### config.mk
export PLATFORM = sky130hd
export DESIGN_NAME = game_sound_mixer
export DESIGN_NICKNAME = d
export VERILOG_FILES = /design/src/rtl/game_sound_mixer_pkg.sv /design/src/rtl/game_sound_mixer_tone_channel.sv /design/src/rtl/game_sound_mixer.sv
export SDC_FILE = /design/constraint.sdc
export NUM_CORES = 1
export LEC_CHECK = 0
export BUFFER_PORTS_ARGS = -buffer_cell sky130_fd_sc_hd__buf_2
export CORE_MARGIN = 5
export CORE_UTILIZATION = 59
export DETAILED_ROUTE_END_ITERATION = 7
export PLACE_DENSITY = 0.81
export SETUP_SLACK_MARGIN = 0.1
export SLEW_MARGIN = 5
export SYNTH_ARGS = -nofsm -noshare
export SYNTH_HDL_FRONTEND = slang
export SYNTH_SLANG_ARGS = --single-unit
### constraint.sdc
create_clock -name clk -period 5.8 [get_ports clk]
set_clock_uncertainty 0.2 [all_clocks]
set_input_delay 1.16 -clock clk [delete_from_list [all_inputs] [get_ports clk]]
set_output_delay 1.16 -clock clk [all_outputs]
set_load 0.03 [all_outputs]
### src/rtl/game_sound_mixer_pkg.sv
// game_sound_pkg: shared constants for the game sound mixer.
//   MIX_PRIORITY / MIX_OR : values for the MIX_MODE parameter
//   MAX_CH                : largest supported channel count
//   *_HP / *_DUR          : default half-periods / durations (clk cycles @100 MHz)
//   sel_width()           : width of the winning-channel index (min 1)
package game_sound_pkg;
   localparam int MIX_PRIORITY = 0;
   localparam int MIX_OR       = 1;
   localparam int MAX_CH       = 8;

   localparam int BGM_HP   = 113636;    // ~440 Hz
   localparam int BGM_DUR  = 25000000;  // 250 ms
   localparam int FIRE_HP  = 50000;     // 1 kHz
   localparam int FIRE_DUR = 5000000;   // 50 ms
   localparam int HIT_HP   = 200000;    // 250 Hz
   localparam int HIT_DUR  = 15000000;  // 150 ms

   function automatic int sel_width(input int n);
      return (n > 1) ? $clog2(n) : 1;
   endfunction
endpackage

### src/rtl/game_sound_mixer_tone_channel.sv
// sound_tone_channel: one event-triggered square-wave tone channel.
//   i_clk, i_reset : clock, synchronous active-high reset
//   i_trig         : trigger level; a rising edge (re)starts the tone
//   i_hp, i_dur    : half-period and duration, sampled on the starting edge
//   o_active       : channel playing
//   o_tone         : square-wave level, 0 while inactive
// Optional SOUND_DECAY_EN: the effective half-period doubles every
// 2^DECAY_SHIFT active cycles, saturating after three doublings.
module sound_tone_channel #(
   parameter int DIV_W       = 18,
   parameter int DUR_W       = 26,
   parameter int DECAY_SHIFT = 22
) (
   input  logic             i_clk,
   input  logic             i_reset,
   input  logic             i_trig,
   input  logic [DIV_W-1:0] i_hp,
   input  logic [DUR_W-1:0] i_dur,
   output logic             o_active,
   output logic             o_tone
);
   localparam int EW = DIV_W + 3;   // room for hp << 3

   logic             r_trig_q;
   logic             r_active;
   logic             r_tone;
   logic [DIV_W-1:0] r_hp;
   logic [DUR_W-1:0] r_dur_cnt;
   logic [EW-1:0]    r_div_cnt;
   logic             w_start;
   logic [EW-1:0]    w_eff_hp;

   // A zero-duration edge is ignored entirely.
   assign w_start = i_trig & ~r_trig_q & (i_dur != '0);

`ifdef SOUND_DECAY_EN
   logic [1:0]             r_step;
   logic [DECAY_SHIFT-1:0] r_decay_cnt;

   assign w_eff_hp = {3'b000, r_hp} << r_step;

   always_ff @(posedge i_clk) begin
      if (i_reset || w_start) begin
         r_step      <= '0;
         r_decay_cnt <= '0;
      end else if (r_active) begin
         r_decay_cnt <= r_decay_cnt + 1'b1;
         if ((&r_decay_cnt) && (r_step != 2'd3))
            r_step <= r_step + 1'b1;
      end
   end
`else
   assign w_eff_hp = {3'b000, r_hp};
`endif

   always_ff @(posedge i_clk) begin
      // Edge history tracks trig even in reset, so a held level never fires.
      r_trig_q <= i_trig;
      if (i_reset) begin
         r_active  <= 1'b0;
         r_tone    <= 1'b0;
         r_hp      <= '0;
         r_dur_cnt <= '0;
         r_div_cnt <= '0;
      end else if (w_start) begin
         r_active  <= 1'b1;
         r_tone    <= 1'b0;
         r_hp      <= i_hp;
         r_dur_cnt <= i_dur;
         r_div_cnt <= '0;
      end else if (r_active) begin
         if (r_dur_cnt == DUR_W'(1)) begin
            r_active  <= 1'b0;
            r_tone    <= 1'b0;
            r_dur_cnt <= '0;
            r_div_cnt <= '0;
         end else begin
            r_dur_cnt <= r_dur_cnt - DUR_W'(1);
            if (w_eff_hp == '0) begin
               r_tone    <= 1'b0;
               r_div_cnt <= '0;
            end else if (r_div_cnt >= w_eff_hp - EW'(1)) begin
               // >= keeps div bounded if hp ever shrinks under it
               r_tone    <= ~r_tone;
               r_div_cnt <= '0;
            end else begin
               r_div_cnt <= r_div_cnt + EW'(1);
            end
         end
      end
   end

   assign o_active = r_active;
   assign o_tone   = r_tone;
endmodule

### src/rtl/game_sound_mixer.sv
// game_sound_mixer: N-channel triggered square-wave generator mixed onto one
// registered buzzer pin.
//   clk, reset        : clock, synchronous active-high reset
//   mute              : forces buzz low, channels keep running
//   trig              : per-channel trigger levels (rising edge starts tone)
//   half_period_flat  : ch i half-period at [i*DIV_W +: DIV_W]
//   duration_flat     : ch i duration at [i*DUR_W +: DUR_W]
//   buzz              : registered mixed tone
//   ch_active         : per-channel playing flags
//   sel_ch            : registered winning (highest active) channel, 0 if none
// Optional macro SOUND_DECAY_EN enables falling-pitch decay in every channel.
module game_sound_mixer
   import game_sound_pkg::*;
#(
   parameter  int CH_COUNT    = 4,
   parameter  int DIV_W       = 18,
   parameter  int DUR_W       = 26,
   parameter  int MIX_MODE    = MIX_PRIORITY,
   parameter  int DECAY_SHIFT = 22,
   localparam int SEL_W       = sel_width(CH_COUNT)
) (
   input  logic                      clk,
   input  logic                      reset,
   input  logic                      mute,
   input  logic [CH_COUNT-1:0]       trig,
   input  logic [CH_COUNT*DIV_W-1:0] half_period_flat,
   input  logic [CH_COUNT*DUR_W-1:0] duration_flat,
   output logic                      buzz,
   output logic [CH_COUNT-1:0]       ch_active,
   output logic [SEL_W-1:0]          sel_ch
);
   logic [CH_COUNT-1:0] w_active;
   logic [CH_COUNT-1:0] w_tone;
   logic                w_any;
   logic [SEL_W-1:0]    w_win;
   logic                w_mixed;
   logic                r_buzz;
   logic [SEL_W-1:0]    r_sel;

   for (genvar g = 0; g < CH_COUNT; g++) begin : g_ch
      sound_tone_channel #(
         .DIV_W       (DIV_W),
         .DUR_W       (DUR_W),
         .DECAY_SHIFT (DECAY_SHIFT)
      ) u_ch (
         .i_clk    (clk),
         .i_reset  (reset),
         .i_trig   (trig[g]),
         .i_hp     (half_period_flat[g*DIV_W +: DIV_W]),
         .i_dur    (duration_flat[g*DUR_W +: DUR_W]),
         .o_active (w_active[g]),
         .o_tone   (w_tone[g])
      );
   end

   // Ascending scan: the last active hit is the highest index.
   always_comb begin
      w_any = 1'b0;
      w_win = '0;
      for (int i = 0; i < CH_COUNT; i++) begin
         if (w_active[i]) begin
            w_any = 1'b1;
            w_win = SEL_W'(i);
         end
      end
      // Inactive channels already drive tone 0, so OR needs no masking.
      if (MIX_MODE == MIX_OR) w_mixed = |w_tone;
      else                    w_mixed = w_any & w_tone[w_win];
   end

   always_ff @(posedge clk) begin
      if (reset) begin
         r_buzz <= 1'b0;
         r_sel  <= '0;
      end else begin
         r_buzz <= ~mute & w_mixed;
         r_sel  <= w_win;
      end
   end

   assign buzz      = r_buzz;
   assign sel_ch    = r_sel;
   assign ch_active = w_active;
endmodule

==> impl_metrics.py <==
metrics = {
    "sta": {
        "max_freq_ghz": 0.215,
        "post-route-period-util": 0.802,
        "period_minus_slack_ps": 4650,
        "worstMarginPinSlew_ps": 1150,
        "slew_viol_final": 0,
        "hold_viol": 0,
        "setup_tns_ps": 0,
        "slew_headroom": 0.234,
        "setup_violations": 0,
        "rsz0062_at_grt": "false",
        "finalWorstSetupSlack_ps": 1150,
    },
    "min_path": {
        "holdPathStages": 2,
        "min_from": "g_ch[1].u_ch.r_hp[4]",
        "hold_end": "g_ch[1].u_ch.r_hp[4]",
        "hold_path_class": "reg2reg",
    },
    "worst_setup_path": {
        "rr_startpoint": "g_ch[1].u_ch.r_hp[2]",
        "r2r_cells": 13,
        "worstPathArrival_ps": 4860,
        "worst-path-max-fanout": 19,
        "criticalPathCategory": "reg2reg",
        "cp.required_ps": 6010,
        "reg2reg_to": "g_ch[1].u_ch.o_tone",
        "reg2reg_slack_ps": 1150,
        "end_kind": "flip-flop",
        "critPathLaunchType": "flip-flop",
    },
    "clock_network": {
        "clkSlewWorstSetupHoldPaths_ps": 60,
        "htreeDepth": 1,
        "cts.root.buffer_cell": "clkbuf_16",
        "cts_tree": "built",
        "postCtsResizedCells": 0,
        "clk-insertion-delay-late_ps": 550,
        "cts.path.max_buffers": 3,
        "cts_setup_buffers": 0,
        "cts.sinks": 275,
        "cts_buffers": 31,
        "cts_hold_buf": 0,
    },
    "power_and_ir_drop": {
        "power.share.clock": 0.385,
        "power_switching_uw": 1490,
        "power_frac_comb": 0.195,
        "p_per_area_mw_per_mm2": 272,
        "max-vdd-ir-drop_v": 0.000220,
        "pwr-share-seq": 0.420,
        "switching_share": 0.300,
        "p_int_uw": 3490,
        "p_leak_uw": 0.00702,
    },
    "outcome": {
        "outcome": "completed",
    },
    "routing": {
        "drc": 0,
        "vias": 15782,
        "wire_per_inst_um": 16.7,
        "viasPerCell": 6.12,
        "drt-pass1-iter-count": 6,
        "ant_nets": 0,
        "first_iter_violations": 1171,
        "wl_um": 43100,
    },
    "layout": {
        "final_layout_size_suffix_gt1_frac": 0.129,
        "fin_nets": 2499,
        "area_growth_pct": 13.4,
        "multiInputGateArea_mm2": 0.0102,
        "diodes": 0,
        "seq_area_mm2": 0.00551,
        "nFillCells": 2264,
    },
    "floorplanning": {
        "die_h_um": 175,
        "num_rows": 60,
        "dieWidth_um": 175,
        "pin_count": 190,
        "coreArea_mm2": 0.0270,
        "start_util": 0.600,
        "dieArea_mm2": 0.0308,
    },
    "synthesis": {
        "synthTopCellsByArea": "dfxtp_1, ha_1, nand2_1, a21oi_1, xnor2_1",
        "syn-num-nets": 2354,
        "postSynthAreaPerCell_um2": 7.80,
        "synthArstFlopShare": 0,
        "synth_cells": 2071,
        "syn_area_mm2": 0.0162,
        "yosysSeqAreaShare": 0.341,
        "synth_top_area_frac": 0.341,
        "yosysTopAreaCell": "dfxtp_1",
        "synth-edff-count": 0,
        "ys_ff_latch": 275,
        "synth_ff_type": "dfxtp_1",
        "yosys_warnings": 0,
        "synth.distinct_cells": 76,
    },
    "global_routing": {
        "grt_pass1_vias": 15214,
        "antenna_found_initial": 0,
        "grt.total_usage": 0.268,
        "grt.overflow.total": 0,
        "grt_pass1_wl_um": 71500,
        "grt_max_degree": 62,
    },
    "placed_design": {
        "hpwl_um": 31500,
        "pre_cts_slack_ps": 1120,
        "place.gp.congestion": 0.933,
        "portBuffers": 189,
    },
    "job": {
        "maxCapViolations": 0,
    },
}
[worst max path at each step]
stage	end	slack (ps)	cells after the start	from
final	g_ch[1].u_ch.o_tone	1150	13	g_ch[1].u_ch.r_hp[2]
after global routing	g_ch[1].u_ch.o_tone	640	13	g_ch[1].u_ch.r_hp[2]
after CTS	g_ch[1].u_ch.o_tone	1110	13	g_ch[1].u_ch.r_hp[2]
after detailed placement	g_ch[1].u_ch.r_div_cnt[9]	1120	13	g_ch[1].u_ch.r_hp[2]
after global placement	g_ch[1].u_ch.o_tone	1200	13	g_ch[1].u_ch.r_hp[2]
after floorplan	g_ch[1].u_ch.o_tone	1750	14	g_ch[1].u_ch.r_hp[2]
[critical path: stages, from the launching register on]
cell and delay, ps:
dfxtp_1 340, or3_1 430, or3_1 380, nor4_1 470, nand2_1 210, nor3_1 250
xnor2_1 90, ha_1 270, nand4_1 110, or2_2 330, nor4_1 370, a211oi_1 220
a21oi_2 690, o21bai_1 140
[area by class of cell]
type                            count  area share
Tap cell                          341      0.0233
Clock buffer                       37      0.0463
Inverter                           40     0.00819
Sequential cell                   275       0.300
Timing Repair Buffer              209      0.0599
Multi-Input combinational cell   1659       0.554
Clock inverter                     18     0.00819
[metal layers]
layer  track usage  wire length (um)
met1         0.350             18600
met2         0.462             20500
met3        0.0392              2630
met4        0.0841              1360
met5             0                 0
[flip-flops by register name, indices dropped and copies added, names as in the netlist]
register	flops
g_ch.u_ch.r_hp	72
g_ch.u_ch.r_div_cnt	84
buzz	1
g_ch.u_ch.o_tone	4
g_ch.u_ch.o_active	4
g_ch.u_ch.r_dur_cnt	104
sel_ch	2
g_ch.u_ch.r_trig_q	4
[per-stage QoR]
stage	total power, uW	hold WS, ps	instance area, um2	util	instances
detailed placement	3080	271	17300	0.643	2524
global route	5230	316	18300	0.680	2579
CTS	5000	279	18300	0.680	2579
floorplan	2810	244	16200	-	2071
global placement	3040	260	17300	0.643	2524
finish	4980	276	18300	0.680	2579
[placed cells by master, fill, tap and decap left out, types with 8 or more instances in the layout]
master	count
nand2_1	282
dfxtp_1	275
nor2_1	204
buf_2	188
a21oi_1	158
nor3_1	146
o21ai_0	118
ha_1	100
xnor2_1	90
xor2_1	82
nor4_1	79
nand4_1	54
nand3_1	48
inv_1	38
clkbuf_16	31
a211oi_1	30
buf_4	21
o211ai_1	18
and3_1	17
or4_1	16
or3_1	14
a22o_1	14
nand2b_1	12
clkinv_2	12
nor2b_1	11
o31ai_1	11
a21o_1	10
nor3b_1	9
nand3b_1	8
o221ai_1	8
o41ai_1	8
[cells in the mapped netlist, drive strengths merged, types with 4 or more instances]
master / number
a311oi: 5
a21o: 10
o41ai: 8
ha: 100
a31oi: 7
and4: 6
nor2: 204
and3: 17
xor2: 82
xnor2: 90
mux2i: 5
o21a: 7
nand2b: 12
or2: 6
buf: 15
dfxtp: 275
nand3: 48
a221oi: 4
nor3b: 9
or3: 15
nand4b: 5
a211oi: 30
nand2: 283
a2111oi: 7
o211ai: 18
nor4b: 7
and2: 4
a21oi: 159
nor4: 80
a22o: 14
inv: 38
nor2b: 11
o21ai: 122
or4: 18
nand4: 54
nand3b: 8
nor3: 147
o221ai: 8
clkbuf: 82
o31ai: 14
[power groups by stage]
stage               clock [uW]  sequential, uW  combinational [uW]
global placement             0            2120                 921
global route              2040            2110                1090
detailed placement           0            2130                 956
CTS                       1950            2090                 964
finish                    1920            2090                 971
floorplan                    0            2100                 710
[kinds of logic (layout without fill, tap and decap cells)]
family	after synthesis	after routing	synth area share
AOI/OAI and AO/OA	443	443	0.170
buffers and inverters	137	304	0.0341
xor gates and xnor gates	172	172	0.0932
and+or+nand+nor	939	939	0.281
adders and majority gates	100	100	0.0774
muxes	5	5	0.00310
DFF	275	275	0.341
Power figures use the tool's default switching activity.
